### src/rtl/deal_pass.sv
// deal_pass: password verdict handler driving the door lock and alarm buzzer.
// Define DEALPASS_BEEP_TOGGLE_EN for a square-wave buzzer during alarm.
module deal_pass #(
  parameter int MAX_ERR      = 3,
  parameter int UNLOCK_HOLD  = 8,
  parameter int ALARM_CYCLES = 16,
  parameter int BEEP_DIV     = 4
) (
  input  logic clk,
  input  logic rst,
  input  logic error,
  input  logic right,
  output logic lock,
  output logic unlock,
  output logic beef
);

  localparam int EW = $clog2(MAX_ERR + 1);
  localparam int TMAX =
    (UNLOCK_HOLD > ALARM_CYCLES) ? UNLOCK_HOLD : ALARM_CYCLES;
  localparam int TW = $clog2(TMAX + 1);

  localparam logic [1:0] LOCKED   = 2'd0;
  localparam logic [1:0] UNLOCKED = 2'd1;
  localparam logic [1:0] ALARM    = 2'd2;

  logic [1:0]    state, state_n;
  logic [TW-1:0] timer, timer_n;
  logic [EW-1:0] err_cnt, err_cnt_n;
  logic [EW-1:0] base;
  logic          right_q, error_q;
  logic          ev_right, ev_err;

  assign ev_right = right & ~right_q;
  assign ev_err   = error & ~error_q;

  // An error while unlocked is always the first of a new run.
  assign base = (state == UNLOCKED) ? '0 : err_cnt;

  always_comb begin
    state_n   = state;
    timer_n   = timer;
    err_cnt_n = err_cnt;
    unique case (state)
      LOCKED, UNLOCKED: begin
        if (ev_err) begin
          if (base == EW'(MAX_ERR - 1)) begin
            state_n   = ALARM;
            err_cnt_n = '0;
            timer_n   = TW'(ALARM_CYCLES);
          end else begin
            state_n   = LOCKED;
            err_cnt_n = base + EW'(1);
          end
        end else if (ev_right) begin
          state_n   = UNLOCKED;
          err_cnt_n = '0;
          timer_n   = TW'(UNLOCK_HOLD);
        end else if (state == UNLOCKED) begin
          if (timer == TW'(1)) state_n = LOCKED;
          timer_n = timer - TW'(1);
        end
      end
      ALARM: begin
        if (timer == TW'(1)) state_n = LOCKED;
        timer_n = timer - TW'(1);
      end
      default: begin
        state_n   = LOCKED;
        err_cnt_n = '0;
        timer_n   = '0;
      end
    endcase
  end

  always_ff @(posedge clk) begin
    if (rst) begin
      state   <= LOCKED;
      timer   <= '0;
      err_cnt <= '0;
      right_q <= 1'b0;
      error_q <= 1'b0;
      lock    <= 1'b1;
      unlock  <= 1'b0;
    end else begin
      state   <= state_n;
      timer   <= timer_n;
      err_cnt <= err_cnt_n;
      right_q <= right;
      error_q <= error;
      lock    <= (state_n != UNLOCKED);
      unlock  <= (state_n == UNLOCKED);
    end
  end

`ifdef DEALPASS_BEEP_TOGGLE_EN
  localparam int BW = $clog2(2 * BEEP_DIV);

  logic [BW-1:0] phase, phase_n;

  // Phase restarts on every alarm entry so the wave always opens high.
  always_comb begin
    phase_n = '0;
    if (state == ALARM && phase != BW'(2 * BEEP_DIV - 1))
      phase_n = phase + BW'(1);
  end

  always_ff @(posedge clk) begin
    if (rst) begin
      phase <= '0;
      beef  <= 1'b0;
    end else begin
      phase <= phase_n;
      beef  <= (state_n == ALARM) && (phase_n < BW'(BEEP_DIV));
    end
  end
`else
  logic unused_beep;
  assign unused_beep = ^BEEP_DIV;

  always_ff @(posedge clk) begin
    if (rst) beef <= 1'b0;
    else     beef <= (state_n == ALARM);
  end
`endif

endmodule

### config.mk
export PLATFORM = sky130hd
export DESIGN_NAME = deal_pass
export DESIGN_NICKNAME = d
export VERILOG_FILES = /design/src/rtl/deal_pass.sv
export SDC_FILE = /design/constraint.sdc
export NUM_CORES = 1
export LEC_CHECK = 0
export BUFFER_PORTS_ARGS = -buffer_cell sky130_fd_sc_hd__buf_2
export CAP_MARGIN = 20
export CORE_MARGIN = 2
export CORE_UTILIZATION = 49
export DETAILED_ROUTE_END_ITERATION = 12
export PLACE_DENSITY = 0.74
export SLEW_MARGIN = 15
export SYNTH_ARGS = -nofsm -noshare
export SYNTH_HDL_FRONTEND = slang
export SYNTH_SLANG_ARGS = --single-unit
### constraint.sdc
create_clock -name clk -period 1.6 [get_ports clk]
set_clock_uncertainty 0.2 [all_clocks]
set_input_delay 0.16 -clock clk [delete_from_list [all_inputs] [get_ports clk]]
set_output_delay 0.16 -clock clk [all_outputs]
set_load 0.005 [all_outputs]
==> results of run 1 <==
Yosys cell counts, types with 2 or more instances:
cell | number | share of area, %
a21oi_1 | 8 | 5.6
dfxtp_1 | 14 | 39
ha_1 | 2 | 3.5
inv_1 | 4 | 2.1
nand2_1 | 3 | 1.6
nand2b_1 | 2 | 1.7
nand3b_1 | 2 | 2.1
nor2_1 | 9 | 4.7
nor2b_1 | 5 | 4.3
nor3_1 | 6 | 4.2
nor3b_1 | 3 | 3.1
o21ai_0 | 3 | 2.1
flip-flops by register name, summed over array words and instances (netlist names):
signal   cells
unlock       1
err_cnt      2
lock         1
state        2
beef         1
right_q      1
timer        5
error_q      1
cell type report:
cell class	instances	area, µm²
clock buffers	3	22.52
fillers	96	352.8
inverters	4	15.01
multi-input cells	62	480.5
flip-flops and latches	14	289.0
well taps	15	18.77
repair buffers	21	155.1
worst max-delay path by stage:
stage | start | slack, ps | cells past startpoint | to
final | err_cnt[0]$_SDFFE_PP0P_ | -40 | 4 | timer[2]$_SDFFE_PP0P_
after CTS | timer[1]$_SDFFE_PP0P_ | 5 | 5 | state[1]$_SDFF_PP0_
after global routing | err_cnt[0]$_SDFFE_PP0P_ | -80 | 4 | timer[2]$_SDFFE_PP0P_
after detailed placement | timer[0]$_SDFFE_PP0P_ | -20 | 6 | timer[4]$_SDFFE_PP0P_
after floorplan | err_cnt[0]$_SDFFE_PP0P_ | 50 | 4 | timer[2]$_SDFFE_PP0P_
after global placement | timer[0]$_SDFFE_PP0P_ | 20 | 4 | state[0]$_SDFF_PP0_
report_power, final:
part | total, W | internal (W) | switching (W)
combinational | 0.000229 | 0.000116 | 0.000112
clock | 0.000194 | 0.0000873 | 0.000106
sequential | 0.000400 | 0.000377 | 0.0000231
total | 0.000823 | 0.000581 | 0.000242
logic make-up after synthesis:
| kind of cell | share of synthesized area (%) |
|---|---|
| AND/OR/NAND/NOR | 30.56 |
| AO/OA/AOI/OAI | 19.45 |
| flip-flops | 38.89 |
| buffers and inverters | 3.817 |
| XOR/XNOR | 2.431 |
| adder cells (fa/ha/maj) | 3.472 |
| multiplexers | 1.389 |
cells in the final DEF (no fill, tap or decap), types with 2 or more instances in the layout:
master,instances
nand2_1,3
nor2_2,2
nor2b_1,5
dlygate4sd3_1,5
nor3_1,4
clkbuf_4,3
a21oi_1,5
dfxtp_1,9
buf_2,6
a21oi_2,2
buf_4,10
nor3b_2,2
dfxtp_2,4
o21ai_0,2
nor2_1,7
nand3b_1,2
inv_1,3
nor3_2,2
through the flow:
| stage | power, W | util [%] | worst slack [ps] |
|---|---|---|---|
| after global placement | 0.0005699 | 60.69 | 19.37 |
| after detailed placement | 0.0005762 | 60.69 | -19.80 |
| after floorplan | 0.0005228 | - | 49.63 |
| after CTS | 0.0007840 | 66.89 | 5.141 |
| after global routing | 0.0008732 | 73.55 | -80.42 |
| final | 0.0008227 | 73.55 | -36.18 |
metal layers:
layer | share of wire (%) | track usage, % | up-vias
li1 | - | - | 343
met1 | 41 | 22.96 | 337
met2 | 51 | 37.23 | 20
met3 | 4.4 | 2.586 | 7
met4 | 3.1 | 11.88 | 0
met5 | 0 | 0 | -
what timing repair did:
item,in CTS,in global routing
setup endpoints to repair,5,10
buffers inserted,0,3
pin swaps,1,6
gates resized for setup,5,19
hold buffers,5,0
endpoints found under the hold margin,5,0
critical path: stages, from the launching register on:
cell and delay [ps]:
dfxtp_2 320, or3b_4 400, a32oi_4 330, and3_4 250
nor3_2 40
==> results.yml, run 1 <==
critical_path:
  cp-end-kind: "flip-flop"
  rr_worst_depth: 4
  r2r-end: "timer[2]$_SDFFE_PP0P_"
  worstPathArrival_ps: 1610
  criticalPathCategory: "flip-flop to flip-flop"
  required_ps: 1570
  cp-start-kind: "flip-flop"
  crit_fanout: 6
  regToRegSetupSlack_ps: -40
  timing.rr.start: "err_cnt[0]$_SDFFE_PP0P_"
power_and_ir_drop:
  p_leak_nw: 0.3860
  irDropWorstVdd_mv: 0.4711
  power_density_mw_per_mm2: 838.6
yosys:
  yosys_warnings: 0
  synth_cell_type_count: 34
  synth_nets: 89
  seq_area_frac_synth_pct: 38.89
  ys.flop_type: "dfxtp_1"
  synthArstFlopShare_pct: 0
  synth_edf_count: 0
  syn_area_um2: 720.7
  ys_ff_latch: 14
  syn_inst: 83
  syn_avg_cell_area_um2: 8.683
route:
  viasPerCell: 5.941
  ant_nets: 0
  dr.pass1.iters: 4
  drt-initial-drc-count: 17
  vias: 707
  drc: 0
  routed_wl_um: 1663
  wl_per_cell_um: 13.97
sta:
  setup_ws_ps: -36.18
  fmax_mhz: 611.2
  maxSlewHeadroom_pct: 75.99
  fin_crit_sh_pct: 102.3
  hold_viol: 0
  drv_slew: 0
  finalSetupViolCount: 1
  finalCriticalPeriod_ps: 1636
  fin_hold_ws_ps: 182.8
  worstMarginPinSlew_ps: 359.1
  rsz0062_at_grt: "yes"
  tns_ps: -36.18
floorplan:
  initial_core_util_pct: 54.03
  die_h_um: 42.35
  chipWidth_um: 42.35
  core_region_area_mm2: 0.001334
  rows: 13
  fp.dieArea_mm2: 0.001794
  io_pins: 7
global_route:
  grt_use_total_pct: 20.69
  overflow: 0
  grt_pass1_wl_um: 2801
  first_global_vias: 695
  grt_max_degree: 13
  antenna_found_initial: 0
clock_network:
  numCtsBuffers: 3
  clock_sinks: 14
  cts_tree: "done"
  path_clk_slew_ps: 80
  clock_path_buffers: 2
  clockRootBuffer: "clkbuf_4"
  clock_latency_ps: 280
  htreeDepth: 1
hold_path:
  min_path_cells: 4
  hold_start: "error"
  whs_endpoint: "state[0]$_SDFF_PP0_"
  hp-class: "input port to flip-flop"
outcome:
  outcome: "finished, violations left"
  violations: "negative setup slack"
finish:
  antenna_cells: 0
  layout-drive-gt1-share_pct: 41.35
  syn_to_final_growth_pct: 36.11
  fin_area_um2: 980.9
  layout.nets: 112
  instances_no_fill: 119
placed_design:
  dp_cells: 108
  gp_congestion: 0.8253
  postPlaceCellArea_um2: 809.5
  hpwl_um: 1096
  port_buffers: 6
job:
  maxCapViolations: 0
(Power assumes the default switching activity.)
==> run 2, diff against run 1 <==
--- a/config.mk
+++ b/config.mk
@@ -11,6 +11,7 @@
 export CORE_UTILIZATION = 49
 export DETAILED_ROUTE_END_ITERATION = 12
 export PLACE_DENSITY = 0.74
+export SKIP_LAST_GASP = 1
 export SLEW_MARGIN = 15
 export SYNTH_ARGS = -nofsm -noshare
 export SYNTH_HDL_FRONTEND = slang
==> run 2 against run 1 <==
Against the previous run:
- the run still ends with negative setup slack left
- power up 0.33%
- register-to-register slack better by 20 ps
- sequential cell count unchanged
- clock power about the same
- critical endpoint unchanged
- critical path depth unchanged
- non-clock buffer count unchanged
- setup slack better by 17 ps
- first-iteration DRC count up 47%
- global-route usage unchanged
- core utilization unchanged
==> results.yml, run 2 (same netlist as run 1, synthesis figures left out) <==
finish:
  layout-drive-gt1-share_pct: 41.35
  final_common_cell: "buf_4"
  top_register: "timer"
  largest_register_ffs: 5
  final_util_pct: 73.55
  antenna_cells: 0
  fillCellCount: 96
  layout.nets: 112
  syn_to_final_growth_pct: 36.11
  layout_common_cells: "buf_4, dfxtp_1, nor2_1"
  reg_top3: "timer x5, err_cnt x2, state x2"
global_route:
  grt_use_total_pct: 20.69
  grt_pass1_wl_um: 2794
  antenna_found_initial: 0
  first_global_vias: 694
  overflow: 0
  grt_max_degree: 13
clock_network:
  numCtsBuffers: 3
  path_clk_slew_ps: 80
  clock_latency_ps: 280
  clock_path_buffers: 2
  clock_sinks: 14
  clockRootBuffer: "clkbuf_4"
  htreeDepth: 1
  cts_tree: "done"
sta:
  fmax_mhz: 617.8
  finalSetupViolCount: 1
  hold_viol: 0
  drv_slew: 0
  finalCriticalPeriod_ps: 1619
  fin_crit_sh_pct: 101.2
  worstMarginPinSlew_ps: 355.6
  rsz0062_at_grt: "yes"
  tns_ps: -18.72
  maxSlewHeadroom_pct: 76.23
  setup_ws_ps: -18.72
  fin_hold_ws_ps: 184.7
route:
  drt-initial-drc-count: 25
  wl_per_cell_um: 14.46
  dr.pass1.iters: 4
  ant_nets: 0
  vias: 709
  drc: 0
  viasPerCell: 5.958
  routed_wl_um: 1721
critical_path:
  criticalPathCategory: "flip-flop to flip-flop"
  critPathLaunch: "err_cnt[0]$_SDFFE_PP0P_"
  cpMaxStageDelayCell: "or3b_4"
  timing.rr.start: "err_cnt[0]$_SDFFE_PP0P_"
  worstPathArrival_ps: 1590
  required_ps: 1570
  crit_fanout: 6
  cp-end-kind: "flip-flop"
  cp_cell_sequence: "or3b_4, a32oi_4, and3_4, nor3_2"
  cp-start-kind: "flip-flop"
  max_stage_delay_ps: 400
floorplan:
  fp.dieArea_mm2: 0.001794
  rows: 13
  die_h_um: 42.35
  chipWidth_um: 42.35
  io_pins: 7
  core_region_area_mm2: 0.001334
  initial_core_util_pct: 54.03
power_and_ir_drop:
  irDropWorstVdd_mv: 0.4781
  power_density_mw_per_mm2: 841.4
  p_leak_nw: 0.3860
outcome:
  outcome: "finished, violations left"
  violations: "negative setup slack"
placed_design:
  gp_congestion: 0.8253
  port_buffers: 6
  hpwl_um: 1096
hold_path:
  hold_start: "error"
  hp-class: "input port to flip-flop"
job:
  maxCapViolations: 0
[run 2: final timing paths]
path              cells after the start  slack, ps                    end
hold / removal                        4        180    state[0]$_SDFF_PP0_
hold reg to reg                       2        360  timer[4]$_SDFFE_PP0P_
setup reg to reg                      4        -20  timer[2]$_SDFFE_PP0P_
setup / recovery                      4        -20  timer[2]$_SDFFE_PP0P_
[run 2: cell type report]
class	count	area, µm²	area share (%)
clock buffers	3	22.52	2.296
inverters	4	15.01	1.531
multi-input cells	62	480.5	48.98
flip-flops and latches	14	289.0	29.46
well taps	15	18.77	1.913
repair buffers	21	155.1	15.82
[run 2: timing repair]
item                                    CTS  global route
endpoints found under the setup margin    5            10
resized for setup                         3            21
hold buffers                              5             0
hold endpoints to repair                  5             0
cloned                                    0             0
buffers inserted                          0             3
pin swaps                                 1             6
[run 2: worst max-delay path: cells and delay by family, from the launching register on]
| kind | cells | cell delay (ps) |
|---|---|---|
| flip-flops | 1 | 320 |
| AO/OA/AOI/OAI | 1 | 310 |
| AND/OR/NAND/NOR | 3 | 690 |
[run 2: report_power, final]
group	total, W	switching [W]	leakage, nW	internal [W]
clock	0.000194	0.000107	0.0138	0.0000873
sequential	0.000400	0.0000234	0.117	0.000377
combinational	0.000231	0.000115	0.255	0.000116
[run 2: metal layers]
| layer | global-route usage [%] | wire length [µm] | vias to the layer above |
|---|---|---|---|
| li1 | - | - | 346 |
| met1 | 23.22 | 740 | 346 |
| met2 | 36.92 | 896 | 12 |
| met3 | 2.586 | 46 | 5 |
| met4 | 11.88 | 38 | 0 |
| met5 | 0 | 0 | - |
[run 2: metrics by stage]
stage | setup slack, ps | std cells | power [W] | area, µm²
2_1_floorplan | 49.63 | 83 | 0.0005228 | 720.7
3_3_place_gp | 19.37 | 108 | 0.0005699 | 809.5
3_5_place_dp | -19.80 | 108 | 0.0005762 | 809.5
4_1_cts | -9.547 | 116 | 0.0007808 | 887.1
5_1_grt | -66.52 | 119 | 0.0008756 | 980.9
6_report | -18.72 | 119 | 0.0008254 | 980.9
==> run 3, diff against run 2 <==
--- a/config.mk
+++ b/config.mk
@@ -7,11 +7,13 @@
 export LEC_CHECK = 0
 export BUFFER_PORTS_ARGS = -buffer_cell sky130_fd_sc_hd__buf_2
 export CAP_MARGIN = 20
+export CELL_PAD_IN_SITES_DETAIL_PLACEMENT = 1
+export CELL_PAD_IN_SITES_GLOBAL_PLACEMENT = 1
 export CORE_MARGIN = 2
-export CORE_UTILIZATION = 49
+export CORE_UTILIZATION = 37
 export DETAILED_ROUTE_END_ITERATION = 12
-export PLACE_DENSITY = 0.74
-export SKIP_LAST_GASP = 1
+export PLACE_DENSITY = 0.73
+export SETUP_SLACK_MARGIN = 0.3
 export SLEW_MARGIN = 15
 export SYNTH_ARGS = -nofsm -noshare
 export SYNTH_HDL_FRONTEND = slang
==> run 3 against run 2 <==
Against the previous run:
- the run still ends with negative setup slack left
- critical path depth is the same
- first-iteration DRC count shrank 8.0%
- core utilization is 10 points lower
- setup slack got worse by 15 ps
- final cell count is 15% higher
- die area increased by 29%
- global-route usage is 2.0 points higher
- design area rose by 15%
- fmax is 0.92% lower
- count of clock-buffer cells in the layout up 1
- sequential power rose by 2%
- critical path type unchanged
- critical endpoint unchanged
- highest routed layer unchanged
==> results.yml, run 3 (same netlist as run 1, synthesis figures left out) <==
clock_network:
  cts_tree: "done"
  clock_path_buffers: 2
  path_clk_slew_ps: 110
  htreeDepth: 1
  numCtsBuffers: 3
  clockRootBuffer: "clkbuf_4"
  clock_sinks: 14
  clock_latency_ps: 300
power_and_ir_drop:
  sw_frac_of_total_pct: 31.88
  p_seq_share_pct: 41.7
  share_clk_of_total_power_pct: 28.7
  intPower_w: 0.0006680
  p_leak_nw: 0.4526
  power_density_mw_per_mm2: 867.0
  power.net_switching_w: 0.0003126
  irDropWorstVdd_mv: 0.6085
  power_frac_comb_pct: 29.7
floorplan:
  chipWidth_um: 48.14
  rows: 15
  core_region_area_mm2: 0.001783
  initial_core_util_pct: 40.42
  io_pins: 7
  die_h_um: 48.14
  fp.dieArea_mm2: 0.002317
sta:
  fin_crit_sh_pct: 102.1
  rsz0062_at_grt: "yes"
  worstMarginPinSlew_ps: 383.4
  setup_ws_ps: -33.73
  tns_ps: -39.67
  drv_slew: 0
  fmax_mhz: 612.1
  hold_viol: 0
  finalSetupViolCount: 2
  maxSlewHeadroom_pct: 74.39
  finalCriticalPeriod_ps: 1634
placed_design:
  port_buffers: 6
  hpwl_um: 1393
  gp_congestion: 0.7664
  postPlaceCellArea_um2: 880.8
critical_path:
  worstSetupEndpoint: "timer[2]$_SDFFE_PP0P_"
  worstPathArrival_ps: 1620
  timing.rr.start: "err_cnt[1]$_SDFFE_PP0P_"
  r2r-end: "timer[2]$_SDFFE_PP0P_"
  cp-end-kind: "flip-flop"
  cp-start-kind: "flip-flop"
  regToRegSetupSlack_ps: -30
  required_ps: 1590
  criticalPathCategory: "flip-flop to flip-flop"
  crit_fanout: 6
  critPathLaunch: "err_cnt[1]$_SDFFE_PP0P_"
  rr_worst_depth: 4
outcome:
  violations: "negative setup slack"
  outcome: "finished, violations left"
hold_path:
  min_path_cells: 4
  hp-class: "input port to flip-flop"
global_route:
  grt_use_total_pct: 22.66
  grt_max_degree: 12
  overflow: 0
  antenna_found_initial: 0
  grt_pass1_wl_um: 3498
  first_global_vias: 755
route:
  drt-initial-drc-count: 23
  viasPerCell: 5.504
  routed_wl_um: 2643
  dr.pass1.iters: 4
  ant_nets: 0
  wl_per_cell_um: 19.29
  vias: 754
  drc: 0
finish:
  reg_top3: "timer x5, err_cnt x2, state x2"
  final_common_cell: "buf_4"
  layout-drive-gt1-share_pct: 54.46
  layout_common_cells: "buf_4, dfxtp_1, nor2_1"
  layout.nets: 119
  largest_register_ffs: 5
  antenna_cells: 0
  top_register: "timer"
  fin_area_mm2: 0.001131
  syn_to_final_growth_pct: 56.94
  fillCellCount: 198
job:
  maxCapViolations: 0
[run 3: worst min-delay path by stage]
stage / from / to
global placement: error / error_q$_SDFF_PP0_
floorplan: rst / err_cnt[1]$_SDFFE_PP0P_
detailed placement: error / error_q$_SDFF_PP0_
finish: rst / err_cnt[0]$_SDFFE_PP0P_
global route: rst / err_cnt[0]$_SDFFE_PP0P_
CTS: rst / err_cnt[0]$_SDFFE_PP0P_
[run 3: metal layers]
layer	global-route usage [%]	up-vias	routed length, µm
met5	0	-	0
met4	8.108	0	34
met3	4.815	7	71
met2	43.73	13	1512
met1	23.82	379	1023
li1	-	355	-
[run 3: metrics by stage]
stage | total power (W) | util (%) | worst slack [ps] | std cells | hold WS [ps]
finish | 0.0009807 | 63.44 | -33.73 | 137 | 22.19
global route | 0.001015 | 63.44 | -69.09 | 137 | 22.00
CTS | 0.0009286 | 59.58 | -30.13 | 135 | -0.1689
detailed placement | 0.0006180 | 49.40 | -22.40 | 120 | 223.4
global placement | 0.0006077 | 49.40 | 10.83 | 120 | 204.0
floorplan | 0.0005516 | - | 103.3 | 83 | 21.65
[run 3: worst max-delay path: stages, from the launching register on]
cell and delay, ps:
dfxtp_2 360, or3b_4 390, a32oi_4 290, and3_4 240, nor3_2 40
[run 3: power groups by stage]
| stage | Sequential (W) | Clock (W) | Combinational [W] |
|---|---|---|---|
| 6_report | 0.000409 | 0.000281 | 0.000291 |
| 2_1_floorplan | 0.000412 | 0 | 0.000140 |
| 3_3_place_gp | 0.000415 | 0 | 0.000193 |
| 3_5_place_dp | 0.000417 | 0 | 0.000201 |
| 4_1_cts | 0.000407 | 0.000265 | 0.000256 |
| 5_1_grt | 0.000411 | 0.000291 | 0.000313 |
[run 3: final cells by class]
class	instances	area (µm²)	share of cell area, %
well taps	25	31.28	2.765
flip-flops and latches	14	295.3	26.11
repair buffers	28	210.2	18.58
clock buffers	4	36.28	3.208
multi-input cells	62	540.5	47.79
inverters	4	17.52	1.549
[run 3: repair_timing]
item                                    in CTS  in global routing
hold buffers                                 3                  0
endpoints found under the setup margin      12                 12
pin swaps                                   12                  8
buffers inserted                             8                  2
gates resized for setup                     13                 15
endpoints found under the hold margin        5                  0
